`config.mk`:
```
export PLATFORM = sky130hd
export DESIGN_NAME = buffer_sequencer
export DESIGN_NICKNAME = d
export VERILOG_FILES = /design/src/rtl/buffer_sequencer_pkg.sv /design/src/rtl/buffer_sequencer_frame_counter.sv /design/src/rtl/buffer_sequencer.sv
export SDC_FILE = /design/constraint.sdc
export NUM_CORES = 1
export LEC_CHECK = 0
export ABC_CLOCK_PERIOD_IN_PS = 1800
export CORE_MARGIN = 4
export CORE_UTILIZATION = 37
export DETAILED_ROUTE_END_ITERATION = 10
export HOLD_SLACK_MARGIN = 0.03
export PLACE_DENSITY = 0.84
export SLEW_MARGIN = 20
export SYNTH_ARGS = -nofsm -noshare
export SYNTH_HDL_FRONTEND = slang
export SYNTH_SLANG_ARGS = --single-unit
```
`constraint.sdc`:
```
create_clock -name clk -period 1.8 [get_ports clk]
set_input_delay 0.18 -clock clk [delete_from_list [all_inputs] [get_ports clk]]
set_output_delay 0.18 -clock clk [all_outputs]
set_load 0.01 [all_outputs]
```
`src/rtl/buffer_sequencer_pkg.sv`:
```
// Shared definitions for the buffer sequencer: FSM state encoding and
// default geometry of the external row buffer.
package buffer_sequencer_pkg;

    // Default row width, buffer depth in rows, and log2 of that depth
    localparam int DEF_ROW       = 19;
    localparam int DEF_WIDTH     = 128;
    localparam int DEF_LOG_WIDTH = 7;

    // Sequencer phases. IDLE always separates two phases, so the buffer's
    // auto-incrementing address counters rewind to 0 between phases.
    typedef enum logic [1:0] {
        IDLE  = 2'd0,
        FILL  = 2'd1,
        DRAIN = 2'd2,
        FLUSH = 2'd3
    } seq_state_t;

    // Effective frame length: 0 or anything past the buffer depth means "full depth"
    function automatic logic [DEF_LOG_WIDTH:0] clamp_len(input logic [DEF_LOG_WIDTH:0] req,
                                                         input logic [DEF_LOG_WIDTH:0] depth);
        return ((req == '0) || (req > depth)) ? depth : req;
    endfunction

endpackage

```
`src/rtl/buffer_sequencer_frame_counter.sv`:
```
// Row down-counter shared by the FILL and DRAIN phases. Loaded with the
// frame length when a phase starts; 'last' flags the final row of the phase.
module frame_counter #(
    parameter int LOG_WIDTH = 7
) (
    input  logic                 clk,
    input  logic                 rst,
    input  logic                 load,
    input  logic [LOG_WIDTH:0]   load_val,
    input  logic                 dec,
    output logic [LOG_WIDTH:0]   cnt,
    output logic                 last
);

    localparam logic [LOG_WIDTH:0] ONE = (LOG_WIDTH+1)'(1);

    // Load takes priority; decrement saturates at zero
    always_ff @(posedge clk) begin
        if (rst) begin
            cnt <= '0;
        end else if (load) begin
            cnt <= load_val;
        end else if (dec && (cnt != '0)) begin
            cnt <= cnt - ONE;
        end
    end

    assign last = (cnt == ONE);

endmodule

```
`src/rtl/buffer_sequencer.sv`:
```
// Capture/playback sequencer for an external auto-addressed row buffer.
// A frame of L rows is written in FILL (one row per cycle, no backpressure),
// then played back in DRAIN; the buffer returns read data one cycle after
// mem_we, so playback output trails DRAIN by one cycle and a single FLUSH
// cycle delivers the final row.
// Build option: define SEQ_REPLAY_EN to keep a drained frame for replay.
module buffer_sequencer
    import buffer_sequencer_pkg::*;
#(
    parameter int ROW       = DEF_ROW,
    parameter int WIDTH     = DEF_WIDTH,
    parameter int LOG_WIDTH = DEF_LOG_WIDTH
) (
    input  logic                 clk,
    input  logic                 rst,
    input  logic [LOG_WIDTH:0]   len,
    input  logic                 wr_start,
    input  logic [ROW-1:0]       wr_data,
    output logic                 wr_take,
    input  logic                 rd_start,
    output logic                 rd_valid,
    output logic [ROW-1:0]       rd_data,
    output logic                 rd_last,
    output logic                 busy,
    output logic                 full,
    output logic                 err,
    output logic                 mem_en,
    output logic                 mem_we,
    output logic [ROW-1:0]       mem_din,
    input  logic [ROW-1:0]       mem_dout
);

    localparam logic [LOG_WIDTH:0] DEPTH = (LOG_WIDTH+1)'(WIDTH);

    seq_state_t           state, next_state;
    logic [LOG_WIDTH:0]   len_q;      // L of the stored / in-flight frame
    logic [LOG_WIDTH:0]   eff_len;
    logic                 stored;     // buffer holds a complete frame
    logic                 full_q;     // stored frame not yet drained
    logic                 err_q;
    logic                 vld_q;      // read data from the previous DRAIN cycle is on mem_dout
    logic                 last_q;

    logic                 cnt_load;
    logic [LOG_WIDTH:0]   cnt_val;
    logic                 cnt_dec;
    logic [LOG_WIDTH:0]   cnt;
    logic                 cnt_last;
    logic                 start_wr;
    logic                 fill_done;
    logic                 flush_done;
    logic                 err_set;

    always_comb begin
        eff_len = ((len == '0) || (len > DEPTH)) ? DEPTH : len;
    end

    frame_counter #(
        .LOG_WIDTH (LOG_WIDTH)
    ) u_frame_counter (
        .clk      (clk),
        .rst      (rst),
        .load     (cnt_load),
        .load_val (cnt_val),
        .dec      (cnt_dec),
        .cnt      (cnt),
        .last     (cnt_last)
    );

    // Next-state and phase control; requests while busy are dropped and flagged
    always_comb begin
        next_state = state;
        cnt_load   = 1'b0;
        cnt_val    = eff_len;
        cnt_dec    = 1'b0;
        start_wr   = 1'b0;
        fill_done  = 1'b0;
        flush_done = 1'b0;
        err_set    = 1'b0;
        case (state)
            IDLE: begin
                if (rd_start && full_q) begin
                    // a pending frame wins over a simultaneous capture
                    next_state = DRAIN;
                    cnt_load   = 1'b1;
                    cnt_val    = len_q;
                end else if (wr_start) begin
                    // new capture, possibly overwriting a stored frame
                    next_state = FILL;
                    cnt_load   = 1'b1;
                    start_wr   = 1'b1;
                end else if (rd_start && stored) begin
                    // replay of an already drained frame
                    next_state = DRAIN;
                    cnt_load   = 1'b1;
                    cnt_val    = len_q;
                end else if (rd_start) begin
                    err_set    = 1'b1;
                end
            end
            FILL: begin
                cnt_dec = 1'b1;
                err_set = wr_start | rd_start;
                if (cnt_last) begin
                    next_state = IDLE;
                    fill_done  = 1'b1;
                end
            end
            DRAIN: begin
                cnt_dec = 1'b1;
                err_set = wr_start | rd_start;
                if (cnt_last) begin
                    next_state = FLUSH;
                end
            end
            FLUSH: begin
                err_set    = wr_start | rd_start;
                next_state = IDLE;
                flush_done = 1'b1;
            end
            default: begin
                next_state = IDLE;
            end
        endcase
    end

    // State, frame bookkeeping and sticky error
    always_ff @(posedge clk) begin
        if (rst) begin
            state  <= IDLE;
            len_q  <= '0;
            stored <= 1'b0;
            full_q <= 1'b0;
            err_q  <= 1'b0;
        end else begin
            state <= next_state;
            if (err_set) begin
                err_q <= 1'b1;
            end
            if (start_wr) begin
                // the old frame is gone as soon as overwriting begins
                len_q  <= eff_len;
                stored <= 1'b0;
                full_q <= 1'b0;
            end
            if (fill_done) begin
                stored <= 1'b1;
                full_q <= 1'b1;
            end
            if (flush_done) begin
                full_q <= 1'b0;
`ifdef SEQ_REPLAY_EN
                stored <= 1'b1;
`else
                stored <= 1'b0;
`endif
            end
        end
    end

    // Read data lags mem_we by one cycle, so qualify it one cycle behind DRAIN
    always_ff @(posedge clk) begin
        if (rst) begin
            vld_q  <= 1'b0;
            last_q <= 1'b0;
        end else begin
            vld_q  <= (state == DRAIN);
            last_q <= (state == DRAIN) && cnt_last;
        end
    end

    assign wr_take  = (state == FILL);
    assign mem_en   = (state == FILL);
    assign mem_we   = (state == DRAIN);
    assign mem_din  = (state == FILL) ? wr_data : '0;
    assign rd_valid = vld_q;
    assign rd_last  = last_q;
    assign rd_data  = vld_q ? mem_dout : '0;
    assign busy     = (state != IDLE);
    assign full     = full_q;
    assign err      = err_q;

endmodule

```
======== Word level (Yosys, flattened, before mapping) ========
Index checks and enable logic that the tools add are counted.
word-level totals
  flip-flop bits (word level) ............. 22
  bits of input ports ..................... 50
  output and inout bits ................... 46
  word-level logic and storage cells ...... 58
operators by class
  $add $sub $neg .......................... 1
  $lt $le $gt $ge ......................... 1
  equal/unequal tests ..................... 7
  multiplexer cells ....................... 27
  bitwise logic cells ..................... 1
  reductions and logical operators ........ 14
operator list
  operator             count
  $mux 8               5
  $mux 19              2
  $mux 1               14
  $eq 8x1->1 const B   1
  $gt 8x8->1 const B   1
  $logic_not 8->1      1
  $mux 2               4
  $pmux 2 s4           1
  $reduce_bool 8->1    1
  $sub 8x1->8 const B  1
  $reduce_bool 2->1    3
  $eq 2x2->1 const B   2
  $ne 2x1->1 const B   2
  $ne 4x4->1 const B   1
  $reduce_or 2->1      2
  $logic_and 1x1->1    3
  $reduce_and 3->1     1
  $reduce_or 3->1      1
  $eq 2x1->1 const B   1
  $logic_not 2->1      1
  $pmux 1 s2           1
  $logic_or 1x1->1     1
  $or 1x1->1           1

======== Depth between registers and ports, before layout ========
Gate-level depths: netlist of run 1.
  depth in word-level cells ............... 6
  mapped depth ............................ 7
  gate-level depth less buffers ........... 6

======== Cells and area by module ========
Synthesis of run 1 repeated with hierarchy kept, for this count alone.
second synthesis, totals
  cells, all modules ...................... 191
  area total of the unflattened synthesis .. 1,592.8 um^2
modules (own cells, without submodules)
  module            instances  cells an instance  area an instance (um^2)  sequential area each (um^2)
  buffer_sequencer  1          132                1,068.5                  280.3
  frame_counter     1          59                 524.3                    160.2

======== Worst setup path after synthesis of run 1 ========
No wires, ideal clock.
  path kind ............................... register to register
  from .................................... register state[0]
  to ...................................... register u_frame_counter.cnt[7]
  library setup time ...................... 131 ps
  data arrival time ....................... 1,445 ps
  data required time ...................... 1,669 ps
  slack ................................... 224 ps
  cell stages (with the launch flop) ...... 8
  buffers on the path ..................... 1
  clock period less this slack ............ 1,576 ps
  cell sequence ........................... dfxtp_1 inv_1 ha_1 a21boi_2 and2_1 buf_4 a211oi_1 o21ai_1
between the ends
  word-level cells in the longest chain between the ends .. 5
  elaborated cells between the ends (all ways) .. 10
  classes of those cells .................. eq/ne (2); mux (4); reduce/logical (4)
ends and longest elaborated chain
  item                                      RTL line                              source
  from (decl)                               buffer_sequencer.sv:35                seq_state_t state, next_state;
  from (signal assigned)                    buffer_sequencer.sv:136               state <= next_state;
  $eq 2x1->1 or $eq 2x2->1 (tied branches)  buffer_sequencer.sv:80                case (state)
  $reduce_or 2->1 (no line)                 -
  $mux 1                                    buffer_sequencer.sv:80
  $logic_and 1x1->1                         buffer_sequencer_frame_counter.sv:23  end else if (dec && (cnt != '0)) begin
  $reduce_bool 2->1 (no line)               -
  to (signal assigned)                      buffer_sequencer_frame_counter.sv:22  cnt <= load_val;
  to (signal assigned)                      buffer_sequencer_frame_counter.sv:24  cnt <= cnt - ONE;
  to (decl)                                 buffer_sequencer_frame_counter.sv:11  output logic [LOG_WIDTH:0] cnt,
Parallel ways exist; a longest one is shown, timed or not.
A chain may end at the register's enable or synchronous reset.

======== Worst setup path in the final report of run 1 ========
  from .................................... register state[1]
  to ...................................... output mem_din[14]
between the ends
  word-level cells in the longest chain between the ends .. 2
ends and longest elaborated chain
  item        RTL line                 source
  $eq 2x1->1  buffer_sequencer.sv:175  assign mem_din = (state == FILL) ? wr_data : '0;
  $mux 19     buffer_sequencer.sv:175
  to (decl)   buffer_sequencer.sv:29   output logic [ROW-1:0] mem_din,
No other way between the ends.

==> metrics.txt, run 1 <==
biggest area consumer among synthesized cells=dfxtp_1; top achievable clock speed=between 0.5 and 0.6 GHz; synth cell count leaders=and2_1, dfxtp_1, nand2_1; worst-path maximum fanout=8; mux contribution to synthesized area=0.0257; R2R cell count=6; Critical R2R Launch=state[0]$_SDFFE_PP0P_; Yosys top cell area share=0.283; WHS=0.453 ns; final instance area=roughly 0.0027 mm^2; Post-synth ARST share=0; Setup TNS=0 ns; first-pass GRT wire length=between 7000 and 8000 um; Finish-stage setup viols=0; H-tree depth=1; Setup crit end kind=output port; Mapped Cells=196; final hold violation count=0; Hold Buf Count CTS=0; Synth Area in Compound Gates=0.209; Initial Util=0.387; largest net degree at the start of global routing=21; Hold Path Origin=len_q[7]$_SDFFE_PP0P_; post-synthesis simple-gate area fraction=0.361; CTS resizes=20; Pleak=1.17 nW; main combinational cell family by area after synthesis=simple AND/OR/NAND/NOR gates; Synth Net Count=253; sequential area share after synthesis=0.283; most frequent cell after synthesis=and2_1; DRC viols=0; r2r endpoint=u_frame_counter.cnt[0]$_SDFFE_PP0P_; number of detailed-routing iterations run before antenna repair=4; placed cell area=0.00262 mm^2; Tmin final=1.72 ns; Startpoint Class=register; Synth Flop Type=dfxtp_1; Fin Clk Skew=0.00342 ns; Cell variety after synth=46; post-layout util=0.666; period utilisation layout=0.956; Site Rows=23; Setup Slack @ Placement=0.0244 ns; ant diodes=0; worst-case clock buffer depth=2; post-synthesis average cell area=7.95 um^2; Post-Syn Area=0.00156 mm^2; critical path type=register to output port; via count=1762; Hold EP=len_q[7]$_SDFFE_PP0P_; main area contributors after synthesis=dfxtp_1, and2_1, ha_1, a21oi_1, nand2_1; Adder-Cell Fraction of Synth Area=0.0562; vias in the first global route=1719; Arrival @ worst endpoint=1.54 ns; clk root buf=clkbuf_8; HPWL after DPL=4180 um; final WL=4980 um; non-filler cells, final=roughly 350; die footprint=0.00532 mm^2; core area=0.00403 mm^2; die boundary height=72.9 um; Setup WS post-layout=roughly 0.08 ns; Final ANT Viol Nets=0; filler cell count=356; CTS buffer count=3; CTS tree=built; required time worst endpoint=1.62 ns; clk sinks=22; total of max-cap violations=0; overall power=3.39 mW; WL/cell=14.3 um; Placed Instances=344; YS warnings=0; Clock Pin Slew Worst Setup and Hold Paths=0.08 ns; DR vias/cell=5.06; peak supply drop=~0.77 mV; reg-to-reg slack, setup=between 0.1 and 0.15 ns; GRT Resource Usage Total=0.190; max-slew violation count=0; status=completed; hold path depth=2; initial antenna violation count=0; Post-synth EDFFs=0; share of cells above drive strength 1=0.104; post-CTS setup buffer count=0; GP Congestion=roughly 0.88; Post-Synth XOR/XNOR Area=0.0169; top-level port count=96; nets=356; register bit total from synthesis=22; Worst-Margin Slew=0.474 ns; Clock Latency Late Sink=roughly 0.27 ns; worst min path class=register to register; IO Port Bufs=95; PwrDens=around 1300 mW/mm^2; Die Wd=about 73 um; total gr overflow=0; Layout area overhead=72.2%; Initial DRC Count=35; Rel. slew slack=0.681
-- worst max-delay path by stage --
stage                          startpoint                                   to
detailed placement               rd_start  u_frame_counter.cnt[4]$_SDFFE_PP0P_
global placement                   len[3]  u_frame_counter.cnt[7]$_SDFFE_PP0P_
global route        state[1]$_SDFFE_PP0P_                          mem_din[16]
floorplan           state[0]$_SDFFE_PP0P_  u_frame_counter.cnt[7]$_SDFFE_PP0P_
CTS                 state[1]$_SDFFE_PP0P_                          mem_din[10]
finish              state[1]$_SDFFE_PP0P_                          mem_din[14]
-- cell type report --
type                            count  area (um^2)  share of cell area
Inverter                            9         33.8              0.0126
Sequential cell                    22          444               0.165
Tap cell                           50         62.6              0.0233
Multi-Input combinational cell    156         1060               0.394
Clock buffer                        4         55.1              0.0205
Timing Repair Buffer              107         1030               0.384
-- where the power goes --
group | switching [mW] | leakage, nW | internal [mW]
Sequential | 0.199 | 0.181 | 0.631
Combinational | 1.07 | 0.956 | 1.12
Clock | 0.174 | 0.0288 | 0.196
Total | 1.44 | 1.17 | 1.95
-- logic make-up after synthesis --
kind of cell / after synthesis
adder cells (fa/ha/maj): 7
buffers and inverters: 18
multiplexers: 4
XOR/XNOR: 3
flip-flops: 22
AND/OR/NAND/NOR: 97
AO/OA/AOI/OAI: 45
-- sequential cells by signal, indices dropped and copies added, names as in the netlist --
signal / cells
err: 1
full: 1
len_q: 8
rd_last: 1
rd_valid: 1
state: 2
u_frame_counter.cnt: 8
-- cells in the final DEF, fill, tap and decap left out, drive strengths merged, types with 2 or more instances in the layout --
master and instances:
nand4 2, o22a 2, mux2i 4, dlymetal6s2s 3
a211oi 3, a21oi 14, xnor2 2, buf 12
nand2 16, nor4 2, clkdlybuf4s50 78, nand3 7
ha 7, and3 2, nor2b 4, clkbuf 4
nor3 6, a311oi 3, dfxtp 22, inv 9
a21o 2, and2 41, nand2b 3, or4 3
dlygate4sd2 14, o21ai 7, a31oi 3, nor2 7
-- critical path: stages (launching register included) --
cell and delay (ns):
dfxtp_2 0.35, inv_2 0.09, ha_4 0.16, and2_1 0.12, clkdlybuf4s50_1 0.54
-- routing by layer --
layer  up-vias  global-route usage  share of wire
met5         -                   0              0
met1       774               0.226           0.42
met2        81               0.328           0.46
li1        896                   -              -
met4         0              0.0840          0.024
met3        11              0.0372          0.091
Power figures use the tool's default switching activity.
==> inputs of run 2 (changes only) <==
ABC_AREA = 1   (was not set)
CORE_UTILIZATION = 38   (was 37)
HOLD_SLACK_MARGIN = not set   (was 0.03)
PLACE_DENSITY = 0.85   (was 0.84)
SLEW_MARGIN = not set   (was 20)
==> metrics.txt, run 2 <==
Final ANT Viol Nets=0; max-slew violation count=0; Tmin final=1.73 ns; Cell variety after synth=29; main combinational cell family by area after synthesis=simple AND/OR/NAND/NOR gates; Rel. slew slack=0.669; clk sinks=22; Setup Slack @ Placement=0.153 ns; biggest area consumer among synthesized cells=dfxtp_1; r2r endpoint=u_frame_counter.cnt[1]$_SDFFE_PP0P_; via count=about 1900; YS warnings=0; GP Congestion=0.905; CTS tree=built; critical path type=register to output port; Fin Clk Skew=0.00340 ns; nets=423; Clk pwr share=0.111; Internal Power=roughly 1.8 mW; worst min path class=register to register; Hold Buf Count CTS=0; Clock Pin Slew Worst Setup and Hold Paths=0.08 ns; Clock Latency Late Sink=0.26 ns; die boundary height=approximately 73 um; Worst-Margin Slew=0.495 ns; top-level port count=96; filler cell count=359; vias in the first global route=1743; post-synthesis average cell area=between 6 and 7 um^2; Hold EP=err$_SDFFE_PP0P_; IO Port Bufs=95; ant diodes=0; Critical R2R Launch=state[0]$_SDFFE_PP0P_; top achievable clock speed=0.577 GHz; reg-to-reg slack, setup=0.18 ns; DRC viols=0; number of detailed-routing iterations run before antenna repair=4; switching share of total power=0.449; sequential area share after synthesis=0.273; HPWL after DPL=3900 um; Setup crit end kind=output port; final instance area=between 0.002 and 0.003 mm^2; Gate power share=0.656; Setup WS post-layout=0.0676 ns; Initial Util=0.397; slowest cell delay on critical path=roughly 0.56 ns; clk root buf=clkbuf_8; Layout area overhead=68.9%; Slowest cell on crit path=clkdlybuf4s50_1; main area contributors after synthesis=dfxtp_1, nand2_1, inv_1, nor2_1, o21ai_0; crit path cell chain=inv_2 > ha_4 > buf_12 > clkdlybuf4s50_1; period utilisation layout=0.962; post-synthesis simple-gate area fraction=0.364; final WL=4670 um; Site Rows=23; first-pass GRT wire length=7690 um; overall power=3.21 mW; worst-path maximum fanout=18; PwrDens=1180 mW/mm^2; status=completed; Crit path depth=4; die footprint=0.00535 mm^2; leading cell type in the layout, fill and taps excluded=nand2_1; Setup TNS=0 ns; Largest regs=len_q: 8 flops, u_frame_counter.cnt: 8 flops, state: 2 flops; Arrival @ worst endpoint=1.55 ns; Post-Synth XOR/XNOR Area=0.0163; cell family with most CP delay=buffers and inverters; post-layout util=0.671; share of cells above drive strength 1=0.0822; Startpoint Class=register; most frequent cell after synthesis=nand2_1; most frequent cells in the layout=nand2_1, clkdlybuf4s50_1, inv_1, nor2_1, dfxtp_1; CP bufs+invs=3; initial antenna violation count=0; CTS resizes=19; Finish-stage setup viols=0; Hold Path Origin=err$_SDFFE_PP0P_; Post-synth ARST share=0; Yosys top cell area share=0.273; total gr overflow=0; total of max-cap violations=0; Mapped Cells=268; required time worst endpoint=1.62 ns; largest net degree at the start of global routing=21; final hold violation count=0; WL/cell=between 10 and 15 um; DR vias/cell=4.60; Post-synth EDFFs=0; hold path depth=2; Synth Flop Type=dfxtp_1; Flop pwr share=0.233; Initial DRC Count=92; register bit total from synthesis=22; Synth Net Count=325; Adder-Cell Fraction of Synth Area=0.0543; R2R cell count=12; core area=0.00406 mm^2; placed cell area=0.00265 mm^2; Post-Syn Area=~0.0016 mm^2; peak supply drop=0.856 mV; Synth Area in Compound Gates=0.130; Die Wd=73.1 um; GRT Resource Usage Total=0.177; worst-case clock buffer depth=2; post-CTS setup buffer count=0; CTS buffer count=3; Pleak=between 1.5 and 2 nW; H-tree depth=1; Net Sw Power=between 1 and 1.5 mW; synth cell count leaders=nand2_1, inv_1, nor2_1; mux contribution to synthesized area=0
-- run 2: cell count changes after synthesis, moves of 5 or more --
cell / previous run / this run
nand3_1: 7 / 12
nor2_1: 7 / 29
o21ai_0: 6 / 18
and2_1: 41 / 0
nand2_1: 16 / 80
inv_1: 9 / 55
-- run 2: cells by family after synthesis --
kind of cell	count (synthesis)
DFF	22
xor gates and xnor gates	3
AOI/OAI and AO/OA	36
adders and majority gates	7
buffers and inverters	66
and+or+nand+nor	134
-- run 2: final cells by class --
| type | instances | area, um^2 | share of cell area |
|---|---|---|---|
| clock buffers | 4 | 55.1 | 0.0202 |
| repair buffers | 100 | 1010 | 0.371 |
| multi-input cells | 180 | 926 | 0.340 |
| inverters | 59 | 226 | 0.0832 |
| well taps | 50 | 62.6 | 0.0230 |
| flip-flops and latches | 22 | 442 | 0.162 |
-- run 2: power groups by stage --
stage          logic, mW  registers, mW  clock network (mW)
5_1_grt             2.37          0.762               0.390
3_3_place_gp        2.11          0.740                   0
2_1_floorplan       1.33          0.726                   0
4_1_cts             2.13          0.743               0.365
6_report            2.10          0.746               0.357
3_5_place_dp        2.16          0.746                   0
-- run 2: how the worst max path moves through the flow --
stage                                     start                                   to  slack, ns
after CTS                 state[1]$_SDFFE_PP0P_                          mem_din[11]      0.003
after detailed placement               rd_start  u_frame_counter.cnt[0]$_SDFFE_PP0P_       0.15
after global placement                 rd_start  u_frame_counter.cnt[0]$_SDFFE_PP0P_       0.18
after global routing      state[1]$_SDFFE_PP0P_                               mem_en    -0.0003
final                     state[1]$_SDFFE_PP0P_                               mem_en       0.07
after floorplan           state[0]$_SDFFE_PP0P_  u_frame_counter.cnt[5]$_SDFFE_PP0P_       0.34
-- run 2: per-stage QoR --
step | instances | hold slack (ns)
after CTS | 415 | 0.468
after global routing | 415 | 0.484
after detailed placement | 411 | 0.455
final | 415 | 0.471
after global placement | 411 | 0.442
after floorplan | 268 | 0.242
-- run 2: layer usage --
| metal | share of wire | vias to the layer above | track usage |
|---|---|---|---|
| met5 | 0 | - | 0 |
| met4 | 0.0068 | 0 | 0.0553 |
| met3 | 0.10 | 2 | 0.0386 |
| met2 | 0.48 | 90 | 0.312 |
| met1 | 0.41 | 812 | 0.211 |
| li1 | - | 1005 | - |
-- run 2: worst reg2reg max path: stages (launching register included) --
cell and delay (ns):
dfxtp_2 0.35, inv_1 0.12, ha_2 0.21, inv_2 0.06, nor2_4 0.17, inv_4 0.08, nand2_8 0.09, inv_4 0.07
nand2_8 0.09, inv_2 0.05, nand2_1 0.05, nand3_1 0.06, a21oi_1 0.14
==> inputs of run 3 (changes only) <==
CORE_ASPECT_RATIO = 0.7   (was not set)
SKIP_LAST_GASP = 1   (was not set)
TNS_END_PERCENT = 100   (was not set)
==> metrics.txt, run 3 (synthesized netlist as in run 2, its figures left out) <==
Placed Instances=415; worst-case clock buffer depth=2; peak supply drop=1.07 mV; Site Rows=19; cell family with most CP delay=buffers and inverters; RSZ-0062 raised after global routing=no; critical path type=register to output port; Worst-Margin Slew=approximately 0.5 ns; via count=1895; CP bufs+invs=2; Tmin final=~1.7 ns; DR vias/cell=4.52; Setup Slack @ Placement=0.146 ns; ant diodes=0; H-tree depth=1; top achievable clock speed=0.583 GHz; final hold violation count=0; GRT Resource Usage Total=0.194; crit path cell chain=inv_1 > ha_2 > clkdlybuf4s50_1; filler cell count=~320; die boundary height=62.5 um; most frequent cells in the layout=nand2_1, clkdlybuf4s50_1, inv_1, nor2_1, dfxtp_1; Clk pwr share=0.093; period utilisation layout=0.953; largest net degree at the start of global routing=21; clk root buf=clkbuf_8; status=completed; Hold Buf Count CTS=0; total gr overflow=0; Setup WS post-layout=0.0837 ns; clk sinks=22; leading cell type in the layout, fill and taps excluded=nand2_1; nets=426; Final ANT Viol Nets=0; Clock Latency Late Sink=0.26 ns; Net Sw Power=between 1 and 1.5 mW; reg-to-reg slack, setup=0.19 ns; PwrDens=about 1200 mW/mm^2; CTS tree=built; Gate power share=0.674; GP Congestion=about 0.82; Finish-stage setup viols=0; max-slew violation count=0; Flop pwr share=0.233; required time worst endpoint=1.62 ns; share of cells above drive strength 1=0.0872; Layout area overhead=71.2%; core area=0.00399 mm^2; die footprint=0.00536 mm^2; Clock Pin Slew Worst Setup and Hold Paths=0.07 ns; switching share of total power=0.454; WL/cell=approximately 13 um; number of detailed-routing iterations run before antenna repair=4; Initial Util=0.404; CTS buffer count=3; Internal Power=1.77 mW; overall power=3.23 mW; top-level port count=96; Rel. slew slack=0.675; initial antenna violation count=0; worst min path class=register to register; vias in the first global route=1739; total of max-cap violations=0; Setup crit end kind=output port; non-filler cells, final=419; slowest cell delay on critical path=0.56 ns; first-pass GRT wire length=8490 um; Fin Clk Skew=0.000923 ns; IO Port Bufs=95; HPWL after DPL=~4400 um; Pleak=roughly 1.7 nW; Slowest cell on crit path=clkdlybuf4s50_1; worst-path maximum fanout=4; Initial DRC Count=87; Die Wd=85.8 um; DRC viols=0; Arrival @ worst endpoint=1.54 ns; Largest regs=len_q: 8 flops, u_frame_counter.cnt: 8 flops, state: 2 flops; Startpoint Class=register; final WL=5310 um
## run 3: stage by stage
step,cell area (um^2),utilization,hold slack [ns],setup TNS [ns]
after floorplan,1610,-,0.242,0
after global placement,2660,0.666,0.438,0
after detailed placement,2660,0.666,0.460,0
after CTS,2710,0.678,0.471,-0.0233
after global routing,2760,0.691,0.484,0
final,2760,0.691,0.469,0
## run 3: routing by layer
metal	wire length, um	GRT usage	part of all wire
met1	2210	0.240	0.42
met5	0	0	0
met4	128	0.0573	0.024
met2	2600	0.328	0.49
met3	371	0.0514	0.070
## run 3: worst min-delay path, cell delays in order (launching register included)
cell and delay (ns):
dfxtp_1 0.32, inv_1 0.05, a21oi_1 0.06
## run 3: area by class of cell
type                    count  area, um^2  area share
flip-flops and latches     22         442       0.160
multi-input cells         180         926       0.336
inverters                  59         226      0.0821
well taps                  52        65.1      0.0236
repair buffers            103        1060       0.384
clock buffers               3        41.3      0.0150
## run 3: power by group through the flow
stage | Sequential, mW | Clock, mW | Combinational [mW]
4_1_cts | 0.747 | 0.301 | 2.19
6_report | 0.752 | 0.300 | 2.18
3_5_place_dp | 0.750 | 0 | 2.17
2_1_floorplan | 0.726 | 0 | 1.33
3_3_place_gp | 0.746 | 0 | 2.13
5_1_grt | 0.770 | 0.325 | 2.42
## run 3: final timing paths
path                                             from                                   to  depth (start not counted)
worst max-delay path            state[0]$_SDFFE_PP0P_                               mem_we                          3
worst max register to register  state[0]$_SDFFE_PP0P_  u_frame_counter.cnt[5]$_SDFFE_PP0P_                         12
worst min register to register       err$_SDFFE_PP0P_                     err$_SDFFE_PP0P_                          2
worst min-delay path                 err$_SDFFE_PP0P_                     err$_SDFFE_PP0P_                          2
## run 3: timing repair
action,CTS,global route
resized for setup,8,17
endpoints found under the setup margin,21,17
buffers inserted,0,1
